--- src/rtl/redmule_mx_pkg.sv ---
// redmule_mx_pkg: shared MX decoder / FP16 packer types and constants.
// Element widths, exponent biases, E8M0 scale and FP16 element typedefs.
package redmule_mx_pkg;

    localparam int MX_ELEM_W      = 8;
    localparam int FP16_W         = 16;
    localparam int BIAS_FP8       = 7;
    localparam int BIAS_FP16      = 15;
    localparam int MX_BLOCK_ELEMS = 32;

    // Shared block scale: pure power-of-two exponent, 0xFF encodes NaN.
    typedef logic [7:0] e8m0_t;

    typedef logic [FP16_W-1:0] fp16_t;

    typedef logic [MX_ELEM_W-1:0] mx_elem_t;

    // True when an E8M0 scale encodes NaN.
    function automatic logic e8m0_is_nan(input e8m0_t s);
        return s == 8'hFF;
    endfunction

endpackage

--- src/rtl/redmule_mx_fp16_packer_if.sv ---
// redmule_mx_fp16_packer_if: element-in / beat-out handshake bundle.
// flush_i exists only when REDMULE_MX_PACK_FLUSH_EN is defined.
interface redmule_mx_fp16_packer_if
    import redmule_mx_pkg::*;
#(
    parameter int DATA_W = 256,
    parameter int BITW   = FP16_W
);
    localparam int NUM_LANES = DATA_W / BITW;

    logic                 fp16_valid_i;
    logic                 fp16_ready_o;
    logic [BITW-1:0]      fp16_data_i;
    logic                 beat_valid_o;
    logic                 beat_ready_i;
    logic [DATA_W-1:0]    beat_data_o;
    logic [NUM_LANES-1:0] lane_mask_o;
    logic                 busy_o;
`ifdef REDMULE_MX_PACK_FLUSH_EN
    logic                 flush_i;

    modport master (
        output fp16_valid_i, fp16_data_i, beat_ready_i, flush_i,
        input  fp16_ready_o, beat_valid_o, beat_data_o, lane_mask_o, busy_o
    );

    modport slave (
        input  fp16_valid_i, fp16_data_i, beat_ready_i, flush_i,
        output fp16_ready_o, beat_valid_o, beat_data_o, lane_mask_o, busy_o
    );
`else
    modport master (
        output fp16_valid_i, fp16_data_i, beat_ready_i,
        input  fp16_ready_o, beat_valid_o, beat_data_o, lane_mask_o, busy_o
    );

    modport slave (
        input  fp16_valid_i, fp16_data_i, beat_ready_i,
        output fp16_ready_o, beat_valid_o, beat_data_o, lane_mask_o, busy_o
    );
`endif

endinterface

--- src/rtl/redmule_mx_fp16_packer.sv ---
// redmule_mx_fp16_packer: packs serial FP16 elements into DATA_W-wide beats.
// Optional partial-beat flush enabled by REDMULE_MX_PACK_FLUSH_EN.
module redmule_mx_fp16_packer
    import redmule_mx_pkg::*;
#(
    parameter int DATA_W = 256,
    parameter int BITW   = FP16_W
) (
    input  logic                    clk_i,
    input  logic                    rst_ni,
    redmule_mx_fp16_packer_if.slave bus
);

    localparam int NUM_LANES = DATA_W / BITW;
    localparam int CNT_W     = (NUM_LANES > 1) ? $clog2(NUM_LANES) : 1;
    localparam logic [CNT_W-1:0] LAST_LANE = CNT_W'(NUM_LANES - 1);

    logic [CNT_W-1:0]     cnt_q, cnt_d;
    logic [DATA_W-1:0]    acc_q, acc_d;
    logic [DATA_W-1:0]    out_q, out_d;
    logic [DATA_W-1:0]    acc_wr;
    logic [NUM_LANES-1:0] mask_q, mask_d;
    logic                 vld_q, vld_d;

    logic slot_free;
    logic last_lane;
    logic ready;
    logic accept;
    logic complete;

`ifdef REDMULE_MX_PACK_FLUSH_EN
    logic                 pend_q, pend_d;
    logic                 flush_req;
    logic                 has_data;
    logic [CNT_W:0]       filled;
    logic [NUM_LANES-1:0] fill_mask;
`endif

    // Output register is free if empty or being drained this cycle.
    assign slot_free = !vld_q | bus.beat_ready_i;
    assign last_lane = (cnt_q == LAST_LANE);

`ifdef REDMULE_MX_PACK_FLUSH_EN
    // A pending flush blocks new elements until the partial beat leaves.
    assign ready = rst_ni & (!last_lane | slot_free) & !pend_q;
`else
    assign ready = rst_ni & (!last_lane | slot_free);
`endif

    assign accept   = bus.fp16_valid_i & ready;
    assign complete = accept & last_lane;

    assign bus.fp16_ready_o = ready;
    assign bus.beat_valid_o = vld_q;
    assign bus.beat_data_o  = out_q;
    assign bus.lane_mask_o  = mask_q;
    assign bus.busy_o       = (cnt_q != '0) | vld_q;

`ifdef REDMULE_MX_PACK_FLUSH_EN
    assign flush_req = bus.flush_i | pend_q;
    assign has_data  = (cnt_q != '0) | accept;
    assign filled    = {1'b0, cnt_q} + {{CNT_W{1'b0}}, accept};

    // Thermometer mask of the lanes filled so far, including this cycle.
    always_comb begin
        fill_mask = '0;
        for (int k = 0; k < NUM_LANES; k++) begin
            fill_mask[k] = (k < int'(filled));
        end
    end
`endif

    // Next-state: lane write, beat completion, drain and optional flush.
    always_comb begin
        cnt_d  = cnt_q;
        acc_d  = acc_q;
        out_d  = out_q;
        mask_d = mask_q;
        vld_d  = vld_q;
        acc_wr = acc_q;
`ifdef REDMULE_MX_PACK_FLUSH_EN
        pend_d = pend_q;
`endif
        if (accept) begin
            acc_wr[int'(cnt_q)*BITW +: BITW] = bus.fp16_data_i;
        end

        if (vld_q && bus.beat_ready_i) begin
            vld_d = 1'b0;
        end

        if (accept) begin
            acc_d = acc_wr;
            if (!last_lane) begin
                cnt_d = cnt_q + 1'b1;
            end
        end

        if (complete) begin
            out_d  = acc_wr;
            mask_d = '1;
            vld_d  = 1'b1;
            cnt_d  = '0;
            acc_d  = '0;
        end

`ifdef REDMULE_MX_PACK_FLUSH_EN
        if (complete) begin
            pend_d = 1'b0;
        end else if (flush_req) begin
            if (!has_data) begin
                pend_d = 1'b0;
            end else if (slot_free) begin
                out_d  = acc_wr;
                mask_d = fill_mask;
                vld_d  = 1'b1;
                cnt_d  = '0;
                acc_d  = '0;
                pend_d = 1'b0;
            end else begin
                pend_d = 1'b1;
            end
        end
`endif
    end

    // State registers with synchronous active-low reset.
    always_ff @(posedge clk_i) begin
        if (!rst_ni) begin
            cnt_q  <= '0;
            acc_q  <= '0;
            out_q  <= '0;
            mask_q <= '0;
            vld_q  <= 1'b0;
`ifdef REDMULE_MX_PACK_FLUSH_EN
            pend_q <= 1'b0;
`endif
        end else begin
            cnt_q  <= cnt_d;
            acc_q  <= acc_d;
            out_q  <= out_d;
            mask_q <= mask_d;
            vld_q  <= vld_d;
`ifdef REDMULE_MX_PACK_FLUSH_EN
            pend_q <= pend_d;
`endif
        end
    end

endmodule

--- src/flat_wrapper.sv ---
// flat-port wrapper written by rule: the top's interface ports become plain ports
module redmule_mx_fp16_packer_flat import redmule_mx_pkg::*;
#(
    parameter int DATA_W = 256,
    parameter int BITW   = FP16_W
)
  (clk_i, rst_ni, bus_fp16_valid_i, bus_fp16_data_i, bus_beat_ready_i, bus_fp16_ready_o, bus_beat_valid_o, bus_beat_data_o, bus_lane_mask_o, bus_busy_o);
  redmule_mx_fp16_packer_if #(.DATA_W(DATA_W), .BITW(BITW)) bus_i ();
  input  logic clk_i;
  input  logic rst_ni;
  input wire logic [$bits(bus_i.fp16_valid_i)-1:0] bus_fp16_valid_i;
  input wire logic [$bits(bus_i.fp16_data_i)-1:0] bus_fp16_data_i;
  input wire logic [$bits(bus_i.beat_ready_i)-1:0] bus_beat_ready_i;
  output wire logic [$bits(bus_i.fp16_ready_o)-1:0] bus_fp16_ready_o;
  output wire logic [$bits(bus_i.beat_valid_o)-1:0] bus_beat_valid_o;
  output wire logic [$bits(bus_i.beat_data_o)-1:0] bus_beat_data_o;
  output wire logic [$bits(bus_i.lane_mask_o)-1:0] bus_lane_mask_o;
  output wire logic [$bits(bus_i.busy_o)-1:0] bus_busy_o;
  assign bus_i.fp16_valid_i = bus_fp16_valid_i;
  assign bus_i.fp16_data_i = bus_fp16_data_i;
  assign bus_i.beat_ready_i = bus_beat_ready_i;
  assign bus_fp16_ready_o = bus_i.fp16_ready_o;
  assign bus_beat_valid_o = bus_i.beat_valid_o;
  assign bus_beat_data_o = bus_i.beat_data_o;
  assign bus_lane_mask_o = bus_i.lane_mask_o;
  assign bus_busy_o = bus_i.busy_o;
  redmule_mx_fp16_packer #(.DATA_W(DATA_W), .BITW(BITW)) u_core (.clk_i(clk_i), .rst_ni(rst_ni), .bus(bus_i));
endmodule
--- config.mk ---
export PLATFORM = sky130hd
export DESIGN_NAME = redmule_mx_fp16_packer_flat
export DESIGN_NICKNAME = d
export VERILOG_FILES = /design/src/rtl/redmule_mx_pkg.sv /design/src/rtl/redmule_mx_fp16_packer_if.sv /design/src/rtl/redmule_mx_fp16_packer.sv /design/src/flat_wrapper.sv
export SDC_FILE = /design/constraint.sdc
export NUM_CORES = 1
export LEC_CHECK = 0
export CAP_MARGIN = 20
export CORE_MARGIN = 2
export CORE_UTILIZATION = 40
export CTS_CLUSTER_SIZE = 12
export DETAILED_ROUTE_END_ITERATION = 8
export PLACE_DENSITY = 0.65
export SLEW_MARGIN = 20
export SYNTH_ARGS = -nofsm -noshare
export SYNTH_HDL_FRONTEND = slang
export SYNTH_SLANG_ARGS = --single-unit
--- constraint.sdc ---
create_clock -name clk_i -period 3.5 [get_ports clk_i]
set_input_delay 0.35 -clock clk_i [delete_from_list [all_inputs] [get_ports clk_i]]
set_output_delay 0.35 -clock clk_i [all_outputs]
set_load 0.02 [all_outputs]
==> results of run 1 <==
-- through the flow --
stage	power (mW)	utilization, %	cells	area (µm²)	worst slack (ns)
after CTS	11.72	51.10	2737	23140	0.3234
after global placement	6.397	47.56	2652	21540	0.6193
after detailed placement	6.401	47.56	2652	21540	0.5667
after floorplan	6.236	-	1905	18290	0.9905
after global routing	11.98	51.11	2738	23140	0.3020
final	11.60	51.11	2739	23140	0.4029
-- critical path: cells and delay by family (launching register included) --
kind                     cells  cell delay, ns
adder cells (fa/ha/maj)      1            0.28
buffers and inverters        2            0.73
flip-flops                   1            0.40
AND/OR/NAND/NOR              2            0.74
-- placed cells by master (no fill, tap or decap), types with 13 or more instances in the layout --
| cell | instances |
|---|---|
| a21oi_1 | 35 |
| a22o_1 | 16 |
| and2_1 | 21 |
| and3_1 | 36 |
| buf_4 | 28 |
| clkbuf_1 | 13 |
| clkbuf_16 | 55 |
| clkdlybuf4s50_1 | 293 |
| dfxtp_1 | 518 |
| mux2i_1 | 224 |
| nand2_1 | 73 |
| nand3_1 | 290 |
| nor2_1 | 229 |
| o21ai_0 | 214 |
-- per-layer routing --
| metal | up-vias | global-route usage (%) |
|---|---|---|
| met3 | 111 | 4.059 |
| met1 | 6940 | 29.63 |
| met2 | 405 | 36.71 |
| met4 | 2 | 9.116 |
| met5 | - | 0 |
| li1 | 6929 | - |
-- power breakdown --
part           total, mW  internal [mW]  switching [mW]
clock network       5.33           3.06            2.26
registers           5.91           5.91         0.00771
logic              0.358         0.0830           0.275
-- sequential cells by signal (all words and copies together) (netlist names) --
| signal | count |
|---|---|
| u_core.cnt_q | 4 |
| u_core.bus.lane_mask_o | 1 |
| u_core.acc_q | 256 |
| u_core.bus.beat_valid_o | 1 |
| u_core.bus.beat_data_o | 256 |
-- final timing paths --
| kind | slack, ns | from | end |
|---|---|---|---|
| min | 0.20 | rst_ni | u_core.bus.beat_data_o[115] |
| max reg2reg | 0.55 | u_core.cnt_q[0] | u_core.bus.beat_data_o[228] |
| min reg2reg | 0.45 | u_core.acc_q[7] | u_core.acc_q[7] |
| max | 0.40 | u_core.cnt_q[0] | bus_busy_o |
-- cell type report --
class                      instances  share of cell area, %
inverter                           3                0.04865
clock buffer                      75                  6.574
timing repair buffer             330                  14.33
multi-input combinational       1201                  30.62
antenna                            2                0.02162
clock inverter                    10                 0.3568
tap                              600                  3.244
sequential                       518                  44.80
-- logic make-up (layout without fill, tap and decap cells) --
group / after synthesis / count (layout)
flops: 518 / 518
fa+ha+maj: 3 / 3
simple gates: 689 / 689
other cells: 0 / 2
xor+xnor: 1 / 1
mux: 224 / 224
buf+inv: 186 / 418
compound gates: 284 / 284
==> summary.txt, run 1 <==
Status
  • Outcome: complete, no violations

Detailed routing
  • Final antenna-violating net count: 0
  • Drt pass-1 iters: 7
  • Highest routed layer: met5
  • DR vias/cell: 5.253
  • Wire per inst: 19.84 µm
  • Post-route DRC: 0
  • Met1 WL: 23960 µm
  • Total number of vias: 14387
  • Metal2 WL: 25440 µm
  • Met3 WL: 3049 µm
  • DRT Wirelength: 54350 µm
  • Initial DRC count: approximately 900

Worst setup path
  • Worst EP arrival: approximately 2.8 ns
  • Slowest CP cell: nor3b_1
  • Critical path capture point type: primary output
  • Worst-path cell chain: inv_2, ha_1, nor3b_1, nand2b_1, clkdlybuf4s50_1
  • Slowest stage delay, CP: between 0.6 and 0.7 ns
  • Crit-path max FO: 8
  • R2R depth: 7
  • Crit Path Category: flop to primary output
  • Critical path required time: 3.15 ns
  • Startpoint class of the critical path: flop

Synthesis
  • Yosys cell types: 45
  • Ys async rst share: 0%
  • Share of the synthesized area in the top cell type: 56.70%
  • Mux contribution to synthesized area: 12.26%
  • Avg Synthesized Cell Area: 9.601 µm²
  • Simple-gate portion of the synthesized area: 17.80%
  • Post-Synthesis Cells: ~1900
  • #FFs+latches synth: 518
  • Syn_nets: about 1900
  • Xor and xnor area share after synthesis: 0.04789%
  • Largest family of logic cells by synthesized area: simple AND/OR/NAND/NOR gates
  • Register area share after synthesis: approximately 57%
  • Number of synthesized flops with an enable pin: 0
  • Top FF cell, synth: dfxtp_1
  • Synth Area in Adders: 0.2052%
  • Ranking of synthesized cells by area: dfxtp_1 57%, mux2i_1 12%, nand3_1 7.9%
  • Yosys warns: 0
  • Cell taking the most area after synthesis: dfxtp_1
  • Synth cell count leaders: 518 x dfxtp_1, 290 x nand3_1, 230 x nor2_1
  • Synthesized area: 0.01829 mm²
  • Post-synthesis compound-gate area fraction: 8.298%
  • Most numerous cell in the Yosys netlist: dfxtp_1

Cells and area
  • Layout area overhead: 26.54%
  • Share of cells above drive strength 1: between 6 and 7%
  • Nets@finish: 2130
  • Storage cell area: 0.01037 mm²
  • Layout fillers: 4207
  • Area occupied by multi-input gates: approximately 0.0071 mm²

Clock tree
  • CTS Buf Count: 53
  • CTS resizes: 0
  • Worst-skew pair later-pin latency: 0.60 ns
  • H-tree Lvls: 2
  • Worst-path clk slew: 0.06 ns
  • Root Buffer: clkbuf_16
  • Maximum clock insertion buffer count: 3
  • CTS tree: built
  • Hold Buf Count CTS: 0
  • Clock Sinks: 518
  • Post-CTS Setup Repair Bufs: 0

Timing
  • Max-Slew Margin vs Limit: 30.06%
  • Final worst-path cycle share: 88.49%
  • Slew Viols, Final: 0
  • Final hold violations: 0
  • Worst hold margin: 0.2032 ns
  • TNS Setup: 0 ns
  • RSZ-0062 raised after global routing: false
  • Final setup violation count: 0
  • Fin crit period: roughly 3.1 ns
  • Worst-margin pin slew: 1.046 ns
  • F_max: 322.9 MHz
  • Post-route clock skew: 0.02174 ns

Floorplanning
  • Core area: 0.04528 mm²
  • Die W: 217.8 µm
  • Io pins: just under 300
  • Die area: 0.04745 mm²
  • Row cnt: 78
  • Initial Util: between 40 and 50%
  • Die span in y: 217.8 µm

GRT
  • First-pass GRT wire length: 82600 µm
  • Antenna violations before repair: 2
  • Largest net degree at the start of global routing: 205
  • GRT overflow: 0
  • Vias in the first global route: 13780
  • GRT Total Usage: 22.56%

Power
  • Maximum vdd drop: 0.2846 mV
  • LEAKAGE: 9.481 nW
  • Power density cells: 501.1 mW/mm²

Hold path
  • Hold path depth: 3
  • Min-Delay Path Class: input pin to flop

Placement
  • # port buffers: 294
  • GPL Wtd Cong: ~0.79
  • Detail Placement HPWL: 34010 µm

Job
  • Max cap viols: 0
No activity file was read; power rests on OpenSTA's default activity.
==> run 2: changes to the inputs <==
--- a/config.mk
+++ b/config.mk
@@ -11,7 +11,7 @@
 export CTS_CLUSTER_SIZE = 12
 export DETAILED_ROUTE_END_ITERATION = 8
 export PLACE_DENSITY = 0.65
-export SLEW_MARGIN = 20
+export SLEW_MARGIN = 0
 export SYNTH_ARGS = -nofsm -noshare
 export SYNTH_HDL_FRONTEND = slang
 export SYNTH_SLANG_ARGS = --single-unit
==> results of run 2 <==
Same layout as run 1: the final DEF is identical, and so are final timing and power.
==> run 3: changes to the inputs <==
--- a/config.mk
+++ b/config.mk
@@ -7,10 +7,10 @@
 export LEC_CHECK = 0
 export CAP_MARGIN = 20
 export CORE_MARGIN = 2
-export CORE_UTILIZATION = 40
+export CORE_UTILIZATION = 53
 export CTS_CLUSTER_SIZE = 12
 export DETAILED_ROUTE_END_ITERATION = 8
-export PLACE_DENSITY = 0.65
+export PLACE_DENSITY = 0.81
 export SLEW_MARGIN = 0
 export SYNTH_ARGS = -nofsm -noshare
 export SYNTH_HDL_FRONTEND = slang
==> run 3 against run 2 <==
  * Worst hold slack improved by 0.12 ns
  * Largest cell class unchanged
  * Via count increased by 1.0%
  * Design area decreased by 1.9%
  * Power decreased by 5.4%
  * Sequential cell count unchanged
  * Critical path type is now flop to flop
==> summary.txt, run 3 (synthesis gave the netlist of run 1 again) <==
Detailed routing
  • Total number of vias: 14534 (was 14387)
  • Wire per inst: 19.39 µm (was 19.84 µm)
  • DR vias/cell: 5.636 (was 5.253)
  • Drt pass-1 iters: 5 (was 7)
  • Initial DRC count: 1453 (was 923)
  • DRT Wirelength: 49990 µm (was 54350 µm)
  • Final antenna-violating net count: 0 (unchanged)
  • Post-route DRC: 0 (unchanged)

Worst setup path
  • Critical path required time: 3.90 ns (was 3.15 ns)
  • Crit path from: u_core.cnt_q[0] (unchanged)
  • Worst EP arrival: 3.58 ns (was 2.75 ns)
  • Crit-path max FO: 16 (was 8)
  • Crit Path Category: flop to flop (was flop to primary output)
  • Reg-to-reg startpoint: u_core.cnt_q[0] (unchanged)
  • Critical path capture point type: flop (was primary output)
  • Startpoint class of the critical path: flop (unchanged)

Floorplanning
  • Die area: 0.03601 mm² (was 0.04745 mm²)
  • Die span in y: 189.8 µm (was 217.8 µm)
  • Core area: 0.03429 mm² (was 0.04528 mm²)
  • Row cnt: 68 (was 78)
  • Initial Util: 53.34% (was 40.39%)
  • Io pins: 295 (unchanged)
  • Die W: 189.8 µm (was 217.8 µm)

Placement
  • GPL Wtd Cong: 0.7917 (was 0.7881)
  • Placed Area: 0.02133 mm² (was 0.02154 mm²)
  • # port buffers: 294 (unchanged)
  • Dpl cells: 2505 (was 2652)
  • Pre-CTS setup slack: 0.4340 ns (was 0.5667 ns)
  • Detail Placement HPWL: 32030 µm (was 34010 µm)

Hold path
  • Min-Delay Path Class: input pin to flop (unchanged)
  • Hold Crit Start: rst_ni (unchanged)

GRT
  • First-pass GRT wire length: 77350 µm (was 82600 µm)
  • Largest net degree at the start of global routing: 273 (was 205)
  • Antenna violations before repair: 2 (unchanged)
  • GRT overflow: 0 (unchanged)
  • GRT Total Usage: 27.07% (was 22.56%)
  • Vias in the first global route: 13986 (was 13780)

Clock tree
  • Root Buffer: clkbuf_16 (unchanged)
  • Maximum clock insertion buffer count: 3 (unchanged)
  • Worst-path clk slew: 0.06 ns (about the same)
  • CTS resizes: 0 (unchanged)
  • H-tree Lvls: 2 (unchanged)
  • Worst-skew pair later-pin latency: 0.56 ns (was 0.60 ns)
  • Hold Buf Count CTS: 0 (unchanged)
  • Post-CTS Setup Repair Bufs: 0 (unchanged)
  • Clock Sinks: 518 (unchanged)
  • CTS tree: built (unchanged)
  • CTS Buf Count: 50 (was 53)

Cells and area
  • Most common cell after layout, fill and taps aside: dfxtp_1 (unchanged)
  • Nets@finish: 2125 (was 2130)
  • Design area: 0.02270 mm² (was 0.02314 mm²)
  • Commonest cells after routing, fill and taps aside: 518 x dfxtp_1, 293 x clkdlybuf4s50_1, 290 x nand3_1 (unchanged)
  • Layout area overhead: 24.10% (was 26.54%)
  • Share of cells above drive strength 1: 5.330% (was 6.130%)
  • Fin cells: 2579 (was 2739)
  • Layout fillers: 2691 (was 4207)

Power
  • Power density cells: 483.3 mW/mm² (was 501.1 mW/mm²)
  • Sequential Power Share: 53.9% (was 51.0%)
  • Maximum vdd drop: 0.3339 mV (was 0.2846 mV)
  • Combinational share of power: 3.1% (about the same)
  • Cell Int Power: 8.600 mW (was 9.052 mW)
  • Total power: 10.97 mW (was 11.60 mW)
  • Switching Share: 21.61% (was 21.94%)
  • Clock Power Share: 43.0% (was 45.9%)
  • LEAKAGE: 9.336 nW (was 9.481 nW)
  • Psw: 2.371 mW (was 2.545 mW)

Timing
  • Slew Viols, Final: 0 (unchanged)
  • Final worst-path cycle share: 90.93% (was 88.49%)
  • TNS Setup: 0 ns (unchanged)
  • Max-Slew Margin vs Limit: 28.94% (was 30.06%)
  • F_max: 314.2 MHz (was 322.9 MHz)
  • RSZ-0062 raised after global routing: false (unchanged)
  • Worst-margin pin slew: 1.066 ns (was 1.046 ns)
  • Final setup violation count: 0 (unchanged)
  • Final hold violations: 0 (unchanged)
  • Setup WS post-layout: 0.3174 ns (was 0.4029 ns)
  • Fin crit period: 3.183 ns (was 3.097 ns)
  • Post-route clock skew: 0.01955 ns (was 0.02174 ns)

Status
  • Outcome: complete, no violations (unchanged)

Job
  • Max cap viols: 0 (unchanged)
## run 3: changes by cell type in the layout (fill, tap and decap cells not counted)
cell / before / now
clkbuf_8: 8 / 2
clkbuf_16: 55 / 50
clkinv_2: 7 / 2
diode_2: 2 / 4
buf_12: 8 / 7
buf_4: 28 / 27
bufinv_16: 1 / 0
clkbuf_1: 13 / 14
clkinv_4: 1 / 0
clkinv_8: 0 / 1
inv_6: 1 / 2
## run 3: power by group through the flow
| stage | Combinational [mW] | Clock (mW) | Sequential (mW) |
|---|---|---|---|
| floorplan | 0.196 | 0 | 6.04 |
| global placement | 0.334 | 0 | 6.04 |
| detailed placement | 0.339 | 0 | 6.04 |
| CTS | 0.340 | 4.77 | 5.91 |
| global route | 0.362 | 5.01 | 5.91 |
| finish | 0.344 | 4.71 | 5.91 |
## run 3: worst max-delay path: stages (launching register included)
cell and delay, ns:
dfxtp_1 0.56, inv_2 0.17, ha_1 0.53, buf_4 0.28, nor2_1 0.37, nand3_2 0.61, mux2i_1 0.39, o21ai_0 0.13
## run 3: area by class of cell
class | instances | area (µm²) | share of cell area, %
Sequential cell | 518 | 10370 | 45.69
Multi-Input combinational cell | 1201 | 7087 | 31.22
Timing Repair Buffer | 328 | 3289 | 14.49
Clock buffer | 65 | 1318 | 5.805
Tap cell | 455 | 569.3 | 2.508
Clock inverter | 5 | 43.79 | 0.1929
Inverter | 3 | 11.26 | 0.04961
Antenna cell | 4 | 10.01 | 0.04410
## run 3: path summary, 6_finish.rpt
kind,cells after the start,end,slack [ns]
worst min-delay path,3,u_core.bus.beat_valid_o,0.32
worst max register to register,7,u_core.bus.beat_data_o[119],0.32
worst max-delay path,7,u_core.bus.beat_data_o[119],0.32
worst min register to register,2,u_core.acc_q[202],0.45
## run 3: stage by stage
stage	utilization (%)	hold slack, ns
2_1_floorplan	-	0.4321
3_3_place_gp	62.20	0.4379
3_5_place_dp	62.20	0.4434
4_1_cts	66.17	0.3153
5_1_grt	66.18	0.3471
6_report	66.20	0.3242
## run 3: per-layer routing
| metal | up-vias | wire (µm) | GRT usage, % |
|---|---|---|---|
| met5 | - | 0 | 0 |
| met4 | 0 | 1491 | 9.183 |
| li1 | 6915 | - | - |
| met2 | 518 | 23630 | 44.89 |
| met3 | 84 | 3513 | 5.682 |
| met1 | 7017 | 21360 | 35.25 |
